[config.mk]
export PLATFORM = sky130hd
export DESIGN_NAME = wdt_feeder
export DESIGN_NICKNAME = d
export VERILOG_FILES = /design/src/rtl/ceres_param_pkg.sv /design/src/rtl/wdt_feeder.sv
export SDC_FILE = /design/constraint.sdc
export NUM_CORES = 1
export LEC_CHECK = 0
export CORE_ASPECT_RATIO = 1.2
export CORE_UTILIZATION = 31
export DETAILED_ROUTE_END_ITERATION = 7
export GPL_TIMING_DRIVEN = 0
export MAX_ROUTING_LAYER = met4
export PLACE_DENSITY = 0.61
export SLEW_MARGIN = 30
export SYNTH_ARGS = -nofsm -noshare
export SYNTH_HDL_FRONTEND = slang
export SYNTH_SLANG_ARGS = --single-unit
[constraint.sdc]
create_clock -name clk_i -period 4.7 [get_ports clk_i]
set_input_delay 1.41 -clock clk_i [delete_from_list [all_inputs] [get_ports clk_i]]
set_output_delay 1.41 -clock clk_i [all_outputs]
set_load 0.01 [all_outputs]
[src/rtl/ceres_param_pkg.sv]
// Shared watchdog register map, key values and feeder state encoding.
package ceres_param;

  localparam logic [3:0] WDT_REG_CTRL   = 4'h0;
  localparam logic [3:0] WDT_REG_LOAD   = 4'h1;
  localparam logic [3:0] WDT_REG_COUNT  = 4'h2;
  localparam logic [3:0] WDT_REG_WINDOW = 4'h3;
  localparam logic [3:0] WDT_REG_KEY    = 4'h4;
  localparam logic [3:0] WDT_REG_STATUS = 4'h5;

  localparam logic [31:0] WDT_KEY_REFRESH = 32'h5A5A_5A5A;
  localparam logic [31:0] WDT_KEY_UNLOCK  = 32'h1234_5678;
  localparam logic [31:0] WDT_KEY_LOCK    = 32'hDEAD_BEEF;

  typedef enum logic [3:0] {
    FS_IDLE,
    FS_UNLOCK,
    FS_LOAD,
    FS_WINDOW,
    FS_CTRL,
    FS_LOCK,
    FS_WAIT,
    FS_FEED,
    FS_RDST
  } wdt_feeder_state_e;

endpackage

[src/rtl/wdt_feeder.sv]
// Autonomous watchdog feeder: programs and locks the watchdog, then refreshes
// it periodically only while the monitored agent keeps reporting alive.
module wdt_feeder
  import ceres_param::*;
#(
  parameter logic [31:0] FEED_PERIOD = 32'd1000,
  parameter logic [31:0] LOAD_VAL    = 32'd1500,
  parameter logic [31:0] WINDOW_VAL  = 32'd1000,
  parameter logic [31:0] CTRL_VAL    = 32'h0000_0317
) (
  input  logic        clk_i,
  input  logic        rst_ni,
  input  logic        start_i,
  input  logic        alive_i,
  input  logic        gnt_i,
  output logic        stb_o,
  output logic        we_o,
  output logic [3:0]  adr_o,
  output logic [3:0]  byte_sel_o,
  output logic [31:0] dat_o,
  input  logic [31:0] dat_i,
  output logic        cfg_done_o,
  output logic        starve_o,
  output logic [3:0]  status_o,
  output logic [15:0] feed_cnt_o
);

  wdt_feeder_state_e state_q, state_d;
  logic [31:0]       period_q;
  logic              alive_q;
  logic              granted;
  logic              bus_stb, bus_we;
  logic [3:0]        bus_adr;
  logic [31:0]       bus_dat;
  logic              unused_dat;

  assign granted    = stb_o & gnt_i;
  assign unused_dat = ^dat_i[31:4];

  // State register.
  always_ff @(posedge clk_i or negedge rst_ni) begin
    if (!rst_ni) state_q <= FS_IDLE;
    else         state_q <= state_d;
  end

  // Next-state decode plus bus fields of the state being entered; the bus
  // fields are registered so they line up with state_q on the next cycle.
  always_comb begin
    state_d = state_q;
    unique case (state_q)
      FS_IDLE:   if (start_i) state_d = FS_UNLOCK;
      FS_UNLOCK: if (granted) state_d = FS_LOAD;
      FS_LOAD:   if (granted) state_d = FS_WINDOW;
      FS_WINDOW: if (granted) state_d = FS_CTRL;
      FS_CTRL:   if (granted) state_d = FS_LOCK;
      FS_LOCK:   if (granted) state_d = FS_WAIT;
      FS_WAIT:   if (period_q == '0) state_d = alive_q ? FS_FEED : FS_RDST;
      FS_FEED:   if (granted) state_d = FS_RDST;
      FS_RDST:   if (granted) state_d = FS_WAIT;
      default:   state_d = FS_IDLE;
    endcase

    bus_stb = 1'b0;
    bus_we  = 1'b0;
    bus_adr = '0;
    bus_dat = '0;
    unique case (state_d)
      FS_UNLOCK: begin bus_stb = 1'b1; bus_we = 1'b1; bus_adr = WDT_REG_KEY;    bus_dat = WDT_KEY_UNLOCK;  end
      FS_LOAD:   begin bus_stb = 1'b1; bus_we = 1'b1; bus_adr = WDT_REG_LOAD;   bus_dat = LOAD_VAL;        end
      FS_WINDOW: begin bus_stb = 1'b1; bus_we = 1'b1; bus_adr = WDT_REG_WINDOW; bus_dat = WINDOW_VAL;      end
      FS_CTRL:   begin bus_stb = 1'b1; bus_we = 1'b1; bus_adr = WDT_REG_CTRL;   bus_dat = CTRL_VAL;        end
      FS_LOCK:   begin bus_stb = 1'b1; bus_we = 1'b1; bus_adr = WDT_REG_KEY;    bus_dat = WDT_KEY_LOCK;    end
      FS_FEED:   begin bus_stb = 1'b1; bus_we = 1'b1; bus_adr = WDT_REG_KEY;    bus_dat = WDT_KEY_REFRESH; end
      FS_RDST:   begin bus_stb = 1'b1; bus_adr = WDT_REG_STATUS; end
      default:   ;
    endcase
  end

  // Registered bus outputs.
  always_ff @(posedge clk_i or negedge rst_ni) begin
    if (!rst_ni) begin
      stb_o      <= 1'b0;
      we_o       <= 1'b0;
      adr_o      <= '0;
      dat_o      <= '0;
      byte_sel_o <= '0;
    end else begin
      stb_o      <= bus_stb;
      we_o       <= bus_we;
      adr_o      <= bus_adr;
      dat_o      <= bus_dat;
      byte_sel_o <= bus_stb ? 4'hF : 4'h0;
    end
  end

  // Period counter: reloaded on every entry into WAIT, counts down inside it.
  always_ff @(posedge clk_i or negedge rst_ni) begin
    if (!rst_ni) begin
      period_q <= '0;
    end else if (state_d == FS_WAIT && state_q != FS_WAIT) begin
      period_q <= FEED_PERIOD - 32'd1;
    end else if (state_q == FS_WAIT && period_q != '0) begin
      period_q <= period_q - 32'd1;
    end
  end

  // Alive flag; a heartbeat coinciding with the refresh grant wins.
  always_ff @(posedge clk_i or negedge rst_ni) begin
    if (!rst_ni)                             alive_q <= 1'b0;
    else if (alive_i)                        alive_q <= 1'b1;
    else if (state_q == FS_FEED && granted)  alive_q <= 1'b0;
  end

  // Status flags, captured STATUS nibble and granted-kick counter.
  always_ff @(posedge clk_i or negedge rst_ni) begin
    if (!rst_ni) begin
      cfg_done_o <= 1'b0;
      starve_o   <= 1'b0;
      status_o   <= '0;
      feed_cnt_o <= '0;
    end else begin
      if (state_q == FS_LOCK && granted) cfg_done_o <= 1'b1;
      if (state_q == FS_WAIT && period_q == '0 && !alive_q) starve_o <= 1'b1;
      if (state_q == FS_FEED && granted) begin
        starve_o   <= 1'b0;
        feed_cnt_o <= feed_cnt_o + 16'd1;
      end
      if (state_q == FS_RDST && granted) status_o <= dat_i[3:0];
    end
  end

endmodule

==> out/metrics.cfg, run 1 <==
[status]
run_status=finished clean

[place]
placed_area_um2=4820
port-buffer-count=69
dpl.hpwl_um=5940
gp_congestion=0.822
place_ws_ns=0.565
dp_cells=610

[route]
ant_nets=0
vias=2939
drcViolationCount=0
post_drt_wl_per_cell_um=13.1
drtIter0Drc=102
vias_per_cell=4.69
wl_um=8180
dr.pass1.iters=4

[synthesis]
yosysWarnings=0
synth_top_cell_area_share=0.514
synth_area_leaders=dfrtp_1 (51%), xnor2_1 (8.3%), buf_4 (4.0%)
syn_avg_cell_area_um2=10.3
synthTopCellsByCount=dfrtp_1 (80), nor2_1 (41), xnor2_1 (37), buf_4 (21), nand2_1 (21)
yosys-mux-area-fraction=0.0170
synth_area_um2=3890
synth_compound_area_frac=0.0652
synth-edff-count=0
ys_types=44
synth_most_common_cell=dfrtp_1
synth-xor-area-share=0.0990
synth_cells=377
synthFlopType=dfrtp_1
synth_area_leader_cell=dfrtp_1
synth_fa_ha_area_frac=0.00964
ys_ff_latch=80
synth_simple_gate_area_frac=0.228
yosysSeqAreaShare=0.514
synth_top_family_by_area=simple AND/OR/NAND/NOR gates
synthArstFlopShare=1.00

[final_layout]
area_growth_pct=31.5
utilization=0.421
drive_gt1_frac=0.112
insertedDiodeCount=0
final_area_um2=5120
fin_cells=626
nNetsFinal=500

[power_and_ir_drop]
power.share.sequential=0.363
p_sw_frac=0.346
internal_power_mw=2.06
pwr-share-clk=0.221
powerDensity_nw_per_um2=614
leakage_nw=2.13
ir_drop_mv=0.230
power.switching_mw=1.09
p_comb_frac=0.417

[global_route]
grt_max_degree=49
grt_remaining_overflow=0
antenna_found_initial=0
grt_pass1_wl_um=14300
grt_pass1_vias=3015
grt_usage=0.141

[sta]
finalHoldViolCount=0
setup_slack_ns=0.907
fmax_ghz=0.264
slew_viol_final=0
setup_viol=0
post-route-min-period_ns=3.79
skew_ns=0.00826
worst_pin_slew_ns=0.754
hold_slack_ns=0.471
period_share=0.807
rsz0062_at_grt=no
worst_slew_margin_rel=0.494

[clocking]
cts.clk_slew.worst_paths_ns=0.06
clk_path_buf_depth=2
htreeDepth=3
root_buffer=clkbuf_16
cts.sinks=80
clock_latency_ns=0.34
ctsResizeCount=0
hold_buffers=0
post_cts_buffers=0
cts_tree=yes
numCtsBuffers=9

[floorplan]
core_um2=12200
die_area_um2=13000
die_x_um=104
std_cell_rows=44
ios=101
die_h_um=125
start_util=0.320

[worst_setup_path]
cp_max_fo=9
crit_type=input port to register
crit_required_ns=4.95
arrival_ns=4.04
critPathLaunchType=input port
reg2reg_depth=8
endpoint_kind=register

[hold_path]
holdPathStages=1
hold_class=register to register

[run]
maxCapViolCount=0

area by class of cell:
cell class | count | area, um^2
well taps | 161 | 201
clock buffers | 10 | 229
clock inverters | 6 | 67.6
multi-input cells | 252 | 1640
flip-flops and latches | 80 | 2000
fillers | 1186 | 7050
inverters | 9 | 33.8
repair buffers | 70 | 719
plain buffers | 38 | 224
state kept, by name, summed over array words and instances, names as in the netlist:
name	count
status_o	4
period_q	32
byte_sel_o	1
dat_o	16
feed_cnt_o	16
adr_o	3
starve_o	1
we_o	1
state_q	4
cfg_done_o	1
alive_q	1
power by group through the flow:
stage / clock network [mW] / logic (mW) / registers, mW
2_1_floorplan: 0 / 0.749 / 1.16
3_3_place_gp: 0 / 1.30 / 1.14
3_5_place_dp: 0 / 1.32 / 1.15
4_1_cts: 0.712 / 1.32 / 1.14
5_1_grt: 0.740 / 1.45 / 1.18
6_report: 0.693 / 1.31 / 1.14
metal layers:
metal | vias to the layer above | track usage | wire length [um]
met3 | 13 | 0.0340 | 378
li1 | 1448 | - | -
met4 | 0 | 0.0580 | 159
met2 | 79 | 0.235 | 3950
met1 | 1399 | 0.163 | 3690
met5 | - | - | 0
per-stage QoR:
| step | power (mW) | setup TNS, ns |
|---|---|---|
| after floorplan | 1.91 | 0 |
| after global placement | 2.44 | -45.21 |
| after detailed placement | 2.47 | 0 |
| after CTS | 3.18 | 0 |
| after global routing | 3.38 | 0 |
| final | 3.14 | 0 |
layout by cell type, fill, tap and decap left out, drive strengths merged, types with 2 or more instances in the layout:
cell / Yosys / layout
o211ai: 4 / 4
nor4: 16 / 16
and2: 3 / 3
nor3: 11 / 11
dfrtp: 80 / 80
mux2: 5 / 5
ha: 3 / 3
nor2b: 3 / 3
nand2b: 6 / 6
xor2: 7 / 7
a21oi: 7 / 7
and4: 2 / 2
conb: 1 / 3
xnor2: 37 / 37
a21o: 4 / 4
or3: 11 / 11
nor4b: 5 / 5
nor3b: 3 / 3
o21ai: 8 / 8
nand4: 8 / 8
inv: 9 / 10
and3: 6 / 6
nor2: 41 / 41
o31ai: 3 / 3
buf: 25 / 27
o21bai: 3 / 3
clkdlybuf4s50: 0 / 68
clkinv: 0 / 2
clkinvlp: 0 / 2
a31oi: 2 / 2
clkbuf: 13 / 23
nand2: 21 / 21
or4: 10 / 10
nand3: 10 / 10
or2: 3 / 3
worst paths after layout:
| check | start | to | slack, ns |
|---|---|---|---|
| max | gnt_i | dat_o[4]$_DFF_PN0_ | 0.91 |
| max reg2reg | period_q[8]$_DFFE_PN0P_ | dat_o[10]$_DFF_PN0_ | 1.57 |
| min reg2reg | cfg_done_o$_DFFE_PN0P_ | cfg_done_o$_DFFE_PN0P_ | 0.47 |
| min | cfg_done_o$_DFFE_PN0P_ | cfg_done_o$_DFFE_PN0P_ | 0.47 |
| min in group asynchronous | rst_ni | dat_o[1]$_DFF_PN0_ | 0.96 |
| max in group asynchronous | rst_ni | feed_cnt_o[2]$_DFFE_PN0P_ | 3.21 |
worst max-delay path, cell delays in order:
cell and delay (ns):
clkdlybuf4s50_1 0.46, and3_1 0.19, clkbuf_1 0.16, and3_1 0.21
clkbuf_1 0.21, a21o_1 0.20, a31oi_1 0.33, inv_1 0.15
or4_1 0.51, a32oi_1 0.21
logic make-up (layout without fill, tap and decap cells):
| logic type | Yosys count | in the layout |
|---|---|---|
| adder cells (fa/ha/maj) | 3 | 3 |
| other | 1 | 3 |
| AND/OR/NAND/NOR | 161 | 161 |
| AO/OA/AOI/OAI | 35 | 35 |
| flip-flops | 80 | 80 |
| buffers and inverters | 47 | 133 |
| multiplexers | 6 | 6 |
| XOR/XNOR | 44 | 44 |
Note: power is estimated with default switching activity, not from simulation.
==> inputs of run 2 (changes only) <==
Clock period 4.7 ns to 3.62 ns, I/O delays scaled along.
==> run 2 against run 1 <==
Final area up 0.12%. Setup slack worse by 0.67 ns. Power up 30%. Worst hold slack about the same. Clock power up 30%. Non-clock buffer count unchanged. Sequential share of layout area about the same. Sequential power up 30%. Critical endpoint is now feed_cnt_o[9]$_DFFE_PN0P_.
==> out/metrics.cfg, run 2 (same netlist as run 1, synthesis figures left out) <==
[status]
run_status=finished clean  ; unchanged

[sta]
worst_slew_margin_rel=0.489  ; was 0.494
setup_viol=0  ; unchanged
fmax_ghz=0.296
post-route-min-period_ns=3.38
period_share=0.934
slew_viol_final=0  ; unchanged
finalHoldViolCount=0  ; unchanged
hold_slack_ns=0.472  ; was 0.471 ns
worst_pin_slew_ns=0.760  ; was 0.754 ns
setup_slack_ns=0.240  ; was 0.907 ns
rsz0062_at_grt=no  ; unchanged
skew_ns=0.00818  ; was 0.00826 ns

[worst_setup_path]
crit_type=input port to register  ; unchanged
crit_start=gnt_i  ; unchanged
path_cells=clkdlybuf4s50_1 > and3_1 > clkbuf_1 > and3_1 > clkbuf_1 > and4_1 > clkbuf_1 > and3_1 > nand4_1 > xnor2_1  ; was clkdlybuf4s50_1 > and3_1 > clkbuf_1 > and3_1 > clkbuf_1 > a21o_1 > a31oi_1 > inv_1 > or4_1 > a32oi_1
crit_buf_inv=4  ; unchanged
crit_required_ns=3.85  ; was 4.95 ns
critical-path-max-stage-delay_ns=0.53  ; was 0.51 ns
r2r-start=period_q[8]$_DFFE_PN0P_  ; unchanged
reg2reg_to=dat_o[10]$_DFF_PN0_  ; unchanged
cp.depth=10  ; unchanged
r2r_slack_ns=0.50  ; was 1.57 ns
critPathTopFamily=buffers and inverters  ; unchanged
crit_slowest_cell=clkdlybuf4s50_1  ; was or4_1
cp_max_fo=9  ; unchanged
reg2reg_depth=8  ; unchanged
endpoint=feed_cnt_o[9]$_DFFE_PN0P_  ; was dat_o[4]$_DFF_PN0_
critPathLaunchType=input port  ; unchanged
arrival_ns=3.61  ; was 4.04 ns
endpoint_kind=register  ; unchanged

[final_layout]
insertedDiodeCount=0  ; unchanged
layout_commonest_cell=dfrtp_1  ; unchanged
drive_gt1_frac=0.114  ; was 0.112
fillers=1186  ; unchanged
seq_area_um2=2000  ; unchanged
fin_cells=626  ; unchanged
area_growth_pct=31.6  ; was 31.5%
layout_common_cells=dfrtp_1 (80), clkdlybuf4s50_1 (68), nor2_1 (41)  ; unchanged
nNetsFinal=500  ; unchanged
top_register=period_q  ; unchanged
largest_reg_flops=32  ; unchanged
multi_input_area_um2=1650  ; was 1640 um^2
final_area_um2=5120  ; about the same
utilization=0.421  ; about the same
reg_top3=period_q (32), dat_o (16), feed_cnt_o (16)  ; unchanged

[global_route]
grt_remaining_overflow=0  ; unchanged
antenna_found_initial=0  ; unchanged
grt_pass1_vias=3015  ; unchanged
grt_pass1_wl_um=14300  ; unchanged
grt_max_degree=49  ; unchanged
grt_usage=0.141  ; unchanged

[floorplan]
die_area_um2=13000  ; unchanged
std_cell_rows=44  ; unchanged
core_um2=12200  ; unchanged
start_util=0.320  ; unchanged
die_h_um=125  ; unchanged
die_x_um=104  ; unchanged
ios=101  ; unchanged

[place]
dpl.hpwl_um=5940  ; unchanged
placed_area_um2=4820  ; unchanged
dp_cells=610  ; unchanged
port-buffer-count=69  ; unchanged
gp_congestion=0.822  ; unchanged
place_ws_ns=-0.191  ; was 0.565 ns

[clocking]
numCtsBuffers=9  ; unchanged
clock_latency_ns=0.34  ; about the same
cts.sinks=80  ; unchanged
root_buffer=clkbuf_16  ; unchanged
cts.clk_slew.worst_paths_ns=0.06  ; about the same
cts_tree=yes  ; unchanged
htreeDepth=3  ; unchanged
post_cts_buffers=0  ; unchanged
hold_buffers=0  ; unchanged
ctsResizeCount=0  ; unchanged
clk_path_buf_depth=2  ; unchanged

[power_and_ir_drop]
power.share.sequential=0.362  ; was 0.363
powerDensity_nw_per_um2=797  ; was 614 nW/um^2
internal_power_mw=2.67  ; was 2.06 mW
p_sw_frac=0.346  ; about the same
leakage_nw=2.13  ; about the same
power.switching_mw=1.41  ; was 1.09 mW
pwr-share-clk=0.221  ; about the same
p_comb_frac=0.417  ; about the same
ir_drop_mv=0.299  ; was 0.230 mV

[route]
post_drt_wl_per_cell_um=13.1  ; about the same
drcViolationCount=0  ; unchanged
dr.pass1.iters=4  ; unchanged
drtIter0Drc=109  ; was 102
wl_um=8180  ; about the same
vias=2936  ; was 2939
ant_nets=0  ; unchanged
vias_per_cell=4.69  ; about the same

[hold_path]
hold_class=register to register  ; unchanged

[run]
maxCapViolCount=0  ; unchanged

[run 2: cell count changes in the layout (fill, tap and decap cells not counted)]
cell and change:
a31oi_1 -1, a31oi_2 +1
[run 2: how the worst min path moves through the flow]
stage,slack (ns),endpoint,depth (start not counted),from
2_1_floorplan,0.49,period_q[1]$_DFFE_PN0P_,2,period_q[1]$_DFFE_PN0P_
3_3_place_gp,0.45,cfg_done_o$_DFFE_PN0P_,1,cfg_done_o$_DFFE_PN0P_
3_5_place_dp,0.46,cfg_done_o$_DFFE_PN0P_,1,cfg_done_o$_DFFE_PN0P_
4_1_cts,0.48,cfg_done_o$_DFFE_PN0P_,1,cfg_done_o$_DFFE_PN0P_
5_1_grt,0.51,feed_cnt_o[15]$_DFFE_PN0P_,1,feed_cnt_o[15]$_DFFE_PN0P_
6_report,0.47,cfg_done_o$_DFFE_PN0P_,1,cfg_done_o$_DFFE_PN0P_
[run 2: layer usage]
metal	GRT usage	wire, um
met5	-	0
met4	0.0580	159
met3	0.0340	353
met2	0.235	3910
met1	0.163	3760
[run 2: through the flow]
| stage | setup TNS (ns) | total power [mW] |
|---|---|---|
| 5_1_grt | 0 | 4.39 |
| 4_1_cts | 0 | 4.13 |
| 6_report | 0 | 4.08 |
| 3_5_place_dp | -0.788 | 3.21 |
| 3_3_place_gp | -106.26 | 3.16 |
| 2_1_floorplan | 0 | 2.48 |
[run 2: cell type report]
cell class / instances / area share
Buffer: 38 / 0.0437
Inverter: 9 / 0.00659
Sequential cell: 80 / 0.391
Timing Repair Buffer: 70 / 0.140
Clock buffer: 10 / 0.0447
Multi-Input combinational cell: 252 / 0.322
Clock inverter: 6 / 0.0132
Tap cell: 161 / 0.0393
[run 2: worst register-to-register path, delay by kind of cell, from the launching register on]
| family | cells | cell delay [ns] |
|---|---|---|
| and+or+nand+nor | 4 | 1.68 |
| AOI/OAI and AO/OA | 2 | 0.55 |
| DFF | 1 | 0.42 |
| buffers and inverters | 2 | 0.37 |
[run 2: power by group through the flow]
stage | clock network (mW) | registers (mW) | logic, mW
2_1_floorplan | 0 | 1.51 | 0.972
3_5_place_dp | 0 | 1.49 | 1.71
4_1_cts | 0.925 | 1.48 | 1.72
5_1_grt | 0.961 | 1.54 | 1.89
6_report | 0.901 | 1.48 | 1.70
3_3_place_gp | 0 | 1.48 | 1.68
